`src/rtl/input_debouncer_if.sv`:
```
// Raw switch inputs and debounced level/edge outputs of the three-channel
// input debouncer. The debouncer sits on the slave side.
interface input_debouncer_if;
  logic       break_raw;
  logic       ignition_raw;
  logic       hidden_sw_raw;
  logic       break_out;
  logic       ignition;
  logic       hidden_sw;
  logic [2:0] rise;
  logic [2:0] fall;

  modport master (
    output break_raw,
    output ignition_raw,
    output hidden_sw_raw,
    input  break_out,
    input  ignition,
    input  hidden_sw,
    input  rise,
    input  fall
  );

  modport slave (
    input  break_raw,
    input  ignition_raw,
    input  hidden_sw_raw,
    output break_out,
    output ignition,
    output hidden_sw,
    output rise,
    output fall
  );
endinterface

```
`src/rtl/input_debouncer.sv`:
```
// Three independent switch debouncers: 2-flop synchronizer, stability counter,
// registered level plus one-cycle rise/fall pulses. Bit 0 brake, 1 ignition, 2 hidden.
module input_debouncer #(
  parameter int unsigned DEBOUNCE_CYCLES = 8,
  parameter int unsigned CNT_W           = 16
) (
  input  logic              clock,
  input  logic              reset,
  input_debouncer_if.slave  dbif
);

  localparam logic [CNT_W-1:0] CNT_TC  = CNT_W'(DEBOUNCE_CYCLES - 1);
  localparam logic [CNT_W-1:0] CNT_ONE = CNT_W'(1);

  logic [2:0]            raw;
  logic [2:0]            ff1_d, ff1_q;
  logic [2:0]            ff2_d, ff2_q;
  logic [2:0]            out_d, out_q;
  logic [2:0]            rise_d, rise_q;
  logic [2:0]            fall_d, fall_q;
  logic [2:0][CNT_W-1:0] cnt_d, cnt_q;

  assign raw = {dbif.hidden_sw_raw, dbif.ignition_raw, dbif.break_raw};

  // ff2 is the synchronized level; any return of it to the accepted level
  // restarts the stability window.
  always_comb begin
    ff1_d  = raw;
    ff2_d  = ff1_q;
    out_d  = out_q;
    cnt_d  = cnt_q;
    rise_d = '0;
    fall_d = '0;
    for (int i = 0; i < 3; i++) begin
      if (ff2_q[i] == out_q[i]) begin
        cnt_d[i] = '0;
      end else if (cnt_q[i] == CNT_TC) begin
        out_d[i]  = ff2_q[i];
        cnt_d[i]  = '0;
        rise_d[i] = ff2_q[i];
        fall_d[i] = ~ff2_q[i];
      end else begin
        cnt_d[i] = cnt_q[i] + CNT_ONE;
      end
    end
  end

  always_ff @(posedge clock or negedge reset) begin
    if (!reset) begin
      ff1_q  <= '0;
      ff2_q  <= '0;
      out_q  <= '0;
      rise_q <= '0;
      fall_q <= '0;
      cnt_q  <= '0;
    end else begin
      ff1_q  <= ff1_d;
      ff2_q  <= ff2_d;
      out_q  <= out_d;
      rise_q <= rise_d;
      fall_q <= fall_d;
      cnt_q  <= cnt_d;
    end
  end

  assign dbif.break_out = out_q[0];
  assign dbif.ignition  = out_q[1];
  assign dbif.hidden_sw = out_q[2];
  assign dbif.rise      = rise_q;
  assign dbif.fall      = fall_q;

endmodule

```
`src/flat_wrapper.sv`:
```
// flat-port wrapper written by rule: the top's interface ports become plain ports
module input_debouncer_flat 
#(
  parameter int unsigned DEBOUNCE_CYCLES = 8,
  parameter int unsigned CNT_W           = 16
)
  (clock, reset, dbif_break_raw, dbif_ignition_raw, dbif_hidden_sw_raw, dbif_break_out, dbif_ignition, dbif_hidden_sw, dbif_rise, dbif_fall);
  input_debouncer_if dbif_i ();
  input  logic clock;
  input  logic reset;
  input wire logic [$bits(dbif_i.break_raw)-1:0] dbif_break_raw;
  input wire logic [$bits(dbif_i.ignition_raw)-1:0] dbif_ignition_raw;
  input wire logic [$bits(dbif_i.hidden_sw_raw)-1:0] dbif_hidden_sw_raw;
  output wire logic [$bits(dbif_i.break_out)-1:0] dbif_break_out;
  output wire logic [$bits(dbif_i.ignition)-1:0] dbif_ignition;
  output wire logic [$bits(dbif_i.hidden_sw)-1:0] dbif_hidden_sw;
  output wire logic [$bits(dbif_i.rise)-1:0] dbif_rise;
  output wire logic [$bits(dbif_i.fall)-1:0] dbif_fall;
  assign dbif_i.break_raw = dbif_break_raw;
  assign dbif_i.ignition_raw = dbif_ignition_raw;
  assign dbif_i.hidden_sw_raw = dbif_hidden_sw_raw;
  assign dbif_break_out = dbif_i.break_out;
  assign dbif_ignition = dbif_i.ignition;
  assign dbif_hidden_sw = dbif_i.hidden_sw;
  assign dbif_rise = dbif_i.rise;
  assign dbif_fall = dbif_i.fall;
  input_debouncer #(.DEBOUNCE_CYCLES(DEBOUNCE_CYCLES), .CNT_W(CNT_W)) u_core (.clock(clock), .reset(reset), .dbif(dbif_i));
endmodule
```
`config.mk`:
```
export PLATFORM = sky130hd
export DESIGN_NAME = input_debouncer_flat
export DESIGN_NICKNAME = d
export VERILOG_FILES = /design/src/rtl/input_debouncer_if.sv /design/src/rtl/input_debouncer.sv /design/src/flat_wrapper.sv
export SDC_FILE = /design/constraint.sdc
export NUM_CORES = 1
export LEC_CHECK = 0
export ABC_CLOCK_PERIOD_IN_PS = 2200
export BUFFER_PORTS_ARGS = -buffer_cell sky130_fd_sc_hd__buf_4
export CORE_MARGIN = 4
export CORE_UTILIZATION = 50
export DETAILED_ROUTE_END_ITERATION = 12
export PLACE_DENSITY_LB_ADDON = 0.12
export RECOVER_POWER = 100
export SKIP_LAST_GASP = 1
export SYNTH_ARGS = -nofsm -noshare
export SYNTH_HDL_FRONTEND = slang
export SYNTH_SLANG_ARGS = --single-unit
```
`constraint.sdc`:
```
create_clock -name clock -period 2.2 [get_ports clock]
set_input_delay 0.66 -clock clock [delete_from_list [all_inputs] [get_ports clock]]
set_output_delay 0.66 -clock clock [all_outputs]
set_load 0.1 [all_outputs]
```
=== Yosys cells after proc, flatten, opt, wreduce, memory -nomap -nowiden ===
Index checks and enable logic that the tools add are counted.

* Register bits: 63
* Output and inout port bits: 9

* $add $sub $neg: 3
* Equal/unequal tests: 6
* Muxes and demuxes: 18
* Bitwise logic cells: 6
* Reduce and logical (&&, ||, !) cells: 3

{| class="wikitable"
|+ Operator list
! cell !! count
|-
| $mux W16 || 6
|-
| $add A16 B1 Y16 const B || 3
|-
| $eq A16 B3 Y1 const B || 3
|-
| $mux W1 || 12
|-
| $not A1 Y1 || 6
|-
| $reduce_and A2 Y1 || 3
|-
| $eq A1 B1 Y1 || 3
|}

=== Depth between registers and ports, before layout ===
* Depth in word-level cells: 3
* Gate-level depth with buffers: 6

=== Worst setup path before layout ===
Ideal clock, no wire load.

* Kind: register to register
* Start: reg u_core.out_q[2]
* End: reg u_core.cnt_q[38] in the netlist's numbering
* Arrival time: 1.539 ns
* Data required time: 2.079 ns
* Slack: 0.539 ns
* Cell stages (with the launch flop): 5
* Buffers on the path: 1
* Clock period less this slack: 1.661 ns
* Cell sequence: dfrtp_1 -> xor2_1 -> nand2_1 -> buf_2 -> nor2_1

{| class="wikitable"
|+ RTL lines
! item !! RTL line !! text
|-
| start: declaration || input_debouncer.sv:18 || <nowiki>logic [2:0] out_d, out_q;</nowiki>
|-
| start signal: assignment || input_debouncer.sv:59 || <nowiki>out_q <= out_d;</nowiki>
|-
| end signal: assignment || input_debouncer.sv:62 || <nowiki>cnt_q <= cnt_d;</nowiki>
|-
| end: declaration || input_debouncer.sv:21 || <nowiki>logic [2:0][CNT_W-1:0] cnt_d, cnt_q;</nowiki>
|}

=== Worst setup path after layout ===
* Start: reg u_core.out_q[1]
* End: out dbif_ignition

{| class="wikitable"
|+ RTL lines
! item !! RTL line !! text
|-
| end: declaration || flat_wrapper.sv:15 || <nowiki>output wire logic [$bits(dbif_i.ignition)-1:0] dbif_ignition;</nowiki>
|}

No word-level cell between the ends.

==> report_table.html <==
<table>
<tr><th>Metric</th><th>Value</th></tr>
<tr><th colspan="2">Synth</th></tr>
<tr><td>Count of synthesis-stage warnings from yosys</td><td>0</td></tr>
<tr><td>Distinct cell type count of the synthesized netlist</td><td>24</td></tr>
<tr><td>Commonest cells in the synthesized netlist</td><td>sky130_fd_sc_hd__dfrtp_1 (63), sky130_fd_sc_hd__nor2_1 (49), sky130_fd_sc_hd__xnor2_1 (31), sky130_fd_sc_hd__nor4_1 (19), sky130_fd_sc_hd__nand3_1 (16)</td></tr>
<tr><td>Post-Syn Area per Cell</td><td>10.55 um^2</td></tr>
<tr><td>Flip-flop cell with the highest count after synthesis</td><td>sky130_fd_sc_hd__dfrtp_1</td></tr>
<tr><td>Leading post-synthesis cells by cell area</td><td>sky130_fd_sc_hd__dfrtp_1 (56%), sky130_fd_sc_hd__xnor2_1 (9.6%), sky130_fd_sc_hd__nor2_1 (6.5%), sky130_fd_sc_hd__nor4_1 (4.2%), sky130_fd_sc_hd__xor2_1 (4.0%)</td></tr>
<tr><td>Synthesized net count</td><td>275</td></tr>
<tr><td>Synthesized instance count</td><td>~270</td></tr>
<tr><td>Dominant cell type by area after synthesis</td><td>sky130_fd_sc_hd__dfrtp_1</td></tr>
<tr><td>Number of synthesized register bits</td><td>between 60 and 70</td></tr>
<tr><td>Top-area cell type share of the netlist area</td><td>a little under three fifths</td></tr>
<tr><td>Post-synthesis instance area</td><td>roughly 2800 um^2</td></tr>
<tr><td>Number of flops mapped to enable cells by yosys</td><td>0</td></tr>
<tr><td>Sequential area share after synthesis</td><td>55.98%</td></tr>
<tr><td>Count leader, synth</td><td>sky130_fd_sc_hd__dfrtp_1</td></tr>
<tr><td>Async S/R FF share, synth</td><td>100.0%</td></tr>
<tr><th colspan="2">Clock network</th></tr>
<tr><td>Setup bufs post-CTS</td><td>0</td></tr>
<tr><td>Total clock sinks</td><td>63</td></tr>
<tr><td>Post-cts sizing count</td><td>0</td></tr>
<tr><td>Number of buffers inserted by hold repair at cts</td><td>0</td></tr>
<tr><td>CTS tree</td><td>built</td></tr>
<tr><td>Cell chosen for the clock root</td><td>sky130_fd_sc_hd__clkbuf_8</td></tr>
<tr><td>CTS buffer count</td><td>9</td></tr>
<tr><td>H-tree levels</td><td>3</td></tr>
<tr><td>Clock transition at the registers of the reported paths</td><td>80 ps</td></tr>
<tr><td>Clock insertion delay at the later pin of the skew report</td><td>340 ps</td></tr>
<tr><td>Bufs on Longest Clock Path</td><td>2</td></tr>
<tr><th colspan="2">STA</th></tr>
<tr><td># setup viols final</td><td>0</td></tr>
<tr><td>Unrepaired setup endpoints after global routing</td><td>no</td></tr>
<tr><td>Maximum clock rate</td><td>0.5262 GHz</td></tr>
<tr><td>Total negative setup slack</td><td>0 ps</td></tr>
<tr><td>Clock period minus worst slack</td><td>approximately 1900 ps</td></tr>
<tr><td>Worst relative slew slack</td><td>-1.053%</td></tr>
<tr><td>Worst-Margin Slew</td><td>between 1500 and 2000 ps</td></tr>
<tr><td>Hold violation total from the final report</td><td>0</td></tr>
<tr><td>Final hold slack</td><td>roughly 350 ps</td></tr>
<tr><td>Setup WS post-layout</td><td>299.7 ps</td></tr>
<tr><td>Number of slew-limit violations in the final report</td><td>28</td></tr>
<tr><td>Worst setup skew after layout</td><td>9.609 ps</td></tr>
<tr><td>Period Utilization, post-route</td><td>around 86%</td></tr>
<tr><th colspan="2">Cells and area</th></tr>
<tr><td>Number of nets in the final layout</td><td>294</td></tr>
<tr><td>Final non-filler cell total</td><td>approximately 360</td></tr>
<tr><td>Layout cell share with drive strength beyond 1</td><td>between 10% and 20%</td></tr>
<tr><td>Number of antenna repair diodes</td><td>0</td></tr>
<tr><td>Final std cell area, no fill</td><td>3143 um^2</td></tr>
<tr><td>Final core occ</td><td>between 50% and 60%</td></tr>
<tr><td>Area grow syn2layout</td><td>11.59%</td></tr>
<tr><th colspan="2">Setup path</th></tr>
<tr><td>Register-to-register path setup slack</td><td>360 ps</td></tr>
<tr><td>Worst Reg2Reg Path Length in Cells</td><td>5</td></tr>
<tr><td>Worst reg2reg path startpoint</td><td>u_core.cnt_q[32]</td></tr>
<tr><td>CP endpoint</td><td>dbif_ignition</td></tr>
<tr><td>Cells along the critical path</td><td>clkbuf_2</td></tr>
<tr><td>CP max stage delay</td><td>around 480 ps</td></tr>
<tr><td>Reg-to-reg critical path endpoint</td><td>u_core.cnt_q[37]</td></tr>
<tr><td>Startpoint type of the worst setup path</td><td>flop</td></tr>
<tr><td>Largest delay contributor family on the critical path</td><td>buffers and inverters</td></tr>
<tr><td>Buf/Inv on CP</td><td>1</td></tr>
<tr><td>Crit-path slowest cell</td><td>sky130_fd_sc_hd__clkbuf_2</td></tr>
<tr><td>Classification of the worst setup path</td><td>reg -&gt; out</td></tr>
<tr><td>Cell count along the critical path</td><td>1</td></tr>
<tr><td>Crit path launch</td><td>u_core.out_q[1]</td></tr>
<tr><td>Data arrival at the endpoint of the critical path</td><td>around 1200 ps</td></tr>
<tr><td>Critical path fanouts, max</td><td>5</td></tr>
<tr><td>Critical Path End Type</td><td>primary output</td></tr>
<tr><td>Required time reported for the critical path endpoint</td><td>about 1500 ps</td></tr>
<tr><th colspan="2">Drt</th></tr>
<tr><td>Post-route DRC</td><td>0</td></tr>
<tr><td>Vias post-DR</td><td>1921</td></tr>
<tr><td>First-pass iteration count of the detailed router</td><td>7</td></tr>
<tr><td>Vias per Instance</td><td>roughly 5.3</td></tr>
<tr><td>Violation count after the first detailed-route iteration</td><td>~110</td></tr>
<tr><td>Number of nets still failing antenna checks after routing</td><td>0</td></tr>
<tr><td>Final wirelength</td><td>between 4000 and 5000 um</td></tr>
<tr><td>Mean routed wirelength per cell</td><td>around 13 um</td></tr>
<tr><th colspan="2">Status</th></tr>
<tr><td>Outcome</td><td>finished, violations left</td></tr>
<tr><td>Failing checks</td><td>capacitance limit, slew limit</td></tr>
<tr><th colspan="2">Global routing</th></tr>
<tr><td>Antenna violations before repair</td><td>0</td></tr>
<tr><td>Global-route wire length before repair</td><td>around 9000 um</td></tr>
<tr><td>Overall track demand over capacity in global routing</td><td>15.94%</td></tr>
<tr><td>Number of global-route vias before repair</td><td>around 1900</td></tr>
<tr><td>Pin count of the biggest net entering global routing</td><td>37</td></tr>
<tr><td>Global route total overflow</td><td>0</td></tr>
<tr><th colspan="2">Floorplan</th></tr>
<tr><td>Die ar.</td><td>6897 um^2</td></tr>
<tr><td>Row cnt</td><td>27</td></tr>
<tr><td>Starting Density</td><td>between 50% and 60%</td></tr>
<tr><td>Placeable core area</td><td>approximately 5500 um^2</td></tr>
<tr><td>Die Y-Extent</td><td>83.05 um</td></tr>
<tr><td>Die boundary width</td><td>83.05 um</td></tr>
<tr><td>I/O pin count</td><td>14</td></tr>
<tr><th colspan="2">Power and ir drop</th></tr>
<tr><td>Power per Cell Area</td><td>slightly below 900 nW/um^2</td></tr>
<tr><td>Maximum resistive drop on vdd</td><td>between 0.8 and 0.9 mV</td></tr>
<tr><td>Total power after layout</td><td>~2.8 mW</td></tr>
<tr><td>Static leakage</td><td>1.291 nW</td></tr>
<tr><th colspan="2">Placement</th></tr>
<tr><td>Weighted congestion reported at the end of routability-driven placement</td><td>about 0.8</td></tr>
<tr><td>HPWL Detailed</td><td>around 3200 um</td></tr>
<tr><td>Placed cell count</td><td>between 300 and 400</td></tr>
<tr><td>Number of buffers added on ports</td><td>13</td></tr>
<tr><td>Placement Cell Area</td><td>~3000 um^2</td></tr>
<tr><td>Setup slack after placement</td><td>317.0 ps</td></tr>
<tr><th colspan="2">Hold path</th></tr>
<tr><td>Class of the tightest hold or removal check</td><td>reg -&gt; reg</td></tr>
<tr><th colspan="2">Run</th></tr>
<tr><td>Number of violations of the max-capacitance limit</td><td>1</td></tr>
</table>
-- flip-flops by register name, indices dropped and copies added, names as in the netlist --
name              cells
u_core.cnt_q         48
u_core.dbif.fall      3
u_core.dbif.rise      3
u_core.ff1_q          3
u_core.ff2_q          3
u_core.out_q          3
-- logic make-up after synthesis --
kind of cell / after synthesis / share of synthesized area [%]
adder cells (fa/ha/maj): 3 / 1.333
flip-flops: 63 / 55.98
XOR/XNOR: 44 / 13.68
AO/OA/AOI/OAI: 2 / 0.4442
buffers and inverters: 11 / 1.955
AND/OR/NAND/NOR: 141 / 25.41
multiplexers: 3 / 1.199
-- layout by cell type, fill, tap and decap left out --
master / Yosys / final
sky130_fd_sc_hd__clkbuf_2: 2 / 9
sky130_fd_sc_hd__clkinv_4: 0 / 2
sky130_fd_sc_hd__nor3_1: 12 / 12
sky130_fd_sc_hd__or4_1: 1 / 1
sky130_fd_sc_hd__nand4_1: 13 / 13
sky130_fd_sc_hd__inv_6: 0 / 2
sky130_fd_sc_hd__clkbuf_1: 0 / 1
sky130_fd_sc_hd__clkbuf_4: 0 / 3
sky130_fd_sc_hd__nor3b_1: 6 / 6
sky130_fd_sc_hd__clkinvlp_4: 0 / 3
sky130_fd_sc_hd__nor2_1: 49 / 49
sky130_fd_sc_hd__nand3_2: 1 / 1
sky130_fd_sc_hd__xor2_1: 13 / 13
sky130_fd_sc_hd__nand2_1: 14 / 14
sky130_fd_sc_hd__mux2_2: 3 / 3
sky130_fd_sc_hd__a21oi_1: 1 / 1
sky130_fd_sc_hd__nor4bb_1: 3 / 3
sky130_fd_sc_hd__or3_1: 1 / 1
sky130_fd_sc_hd__ha_1: 3 / 3
sky130_fd_sc_hd__and4_1: 1 / 1
sky130_fd_sc_hd__o31ai_1: 1 / 1
sky130_fd_sc_hd__inv_1: 5 / 5
sky130_fd_sc_hd__dfrtp_1: 63 / 63
sky130_fd_sc_hd__clkbuf_8: 0 / 9
sky130_fd_sc_hd__nand3_1: 16 / 16
sky130_fd_sc_hd__nor4_1: 19 / 19
sky130_fd_sc_hd__buf_12: 0 / 1
sky130_fd_sc_hd__and3_1: 5 / 5
sky130_fd_sc_hd__xnor2_1: 31 / 31
-- area by class of cell --
class                   count  area [um^2]
clock buffers               9        123.9
clock inverters             7        57.56
fillers                   493         2330
inverters                   5        18.77
multi-input cells         193         1185
flip-flops and latches     63         1577
well taps                  72        90.09
repair buffers             14        91.34
-- worst min path at each step --
stage / start / end / slack [ps] / cells past startpoint
finish: u_core.ff1_q[0] / u_core.ff2_q[0] / 350 / 0
global route: u_core.ff1_q[1] / u_core.ff2_q[1] / 360 / 0
CTS: reset / u_core.dbif.rise[2] / 230 / 1
detailed placement: u_core.ff1_q[0] / u_core.ff2_q[0] / 340 / 0
global placement: u_core.ff1_q[0] / u_core.ff2_q[0] / 330 / 0
floorplan: u_core.ff1_q[0] / u_core.ff2_q[0] / 330 / 0
-- per-layer routing --
metal	GRT usage [%]	vias up	share of wire, %
li1	-	967	-
met1	22.19	911	50
met2	22.81	36	44
met3	6.548	7	4.2
met4	4.755	0	1.2
met5	0	-	0
-- report_power, final --
group,switching (mW),total (mW),internal [mW]
clock network,0.478,0.897,0.419
logic,0.407,0.541,0.134
registers,0.0963,1.35,1.25
Power figures use the tool's default switching activity.
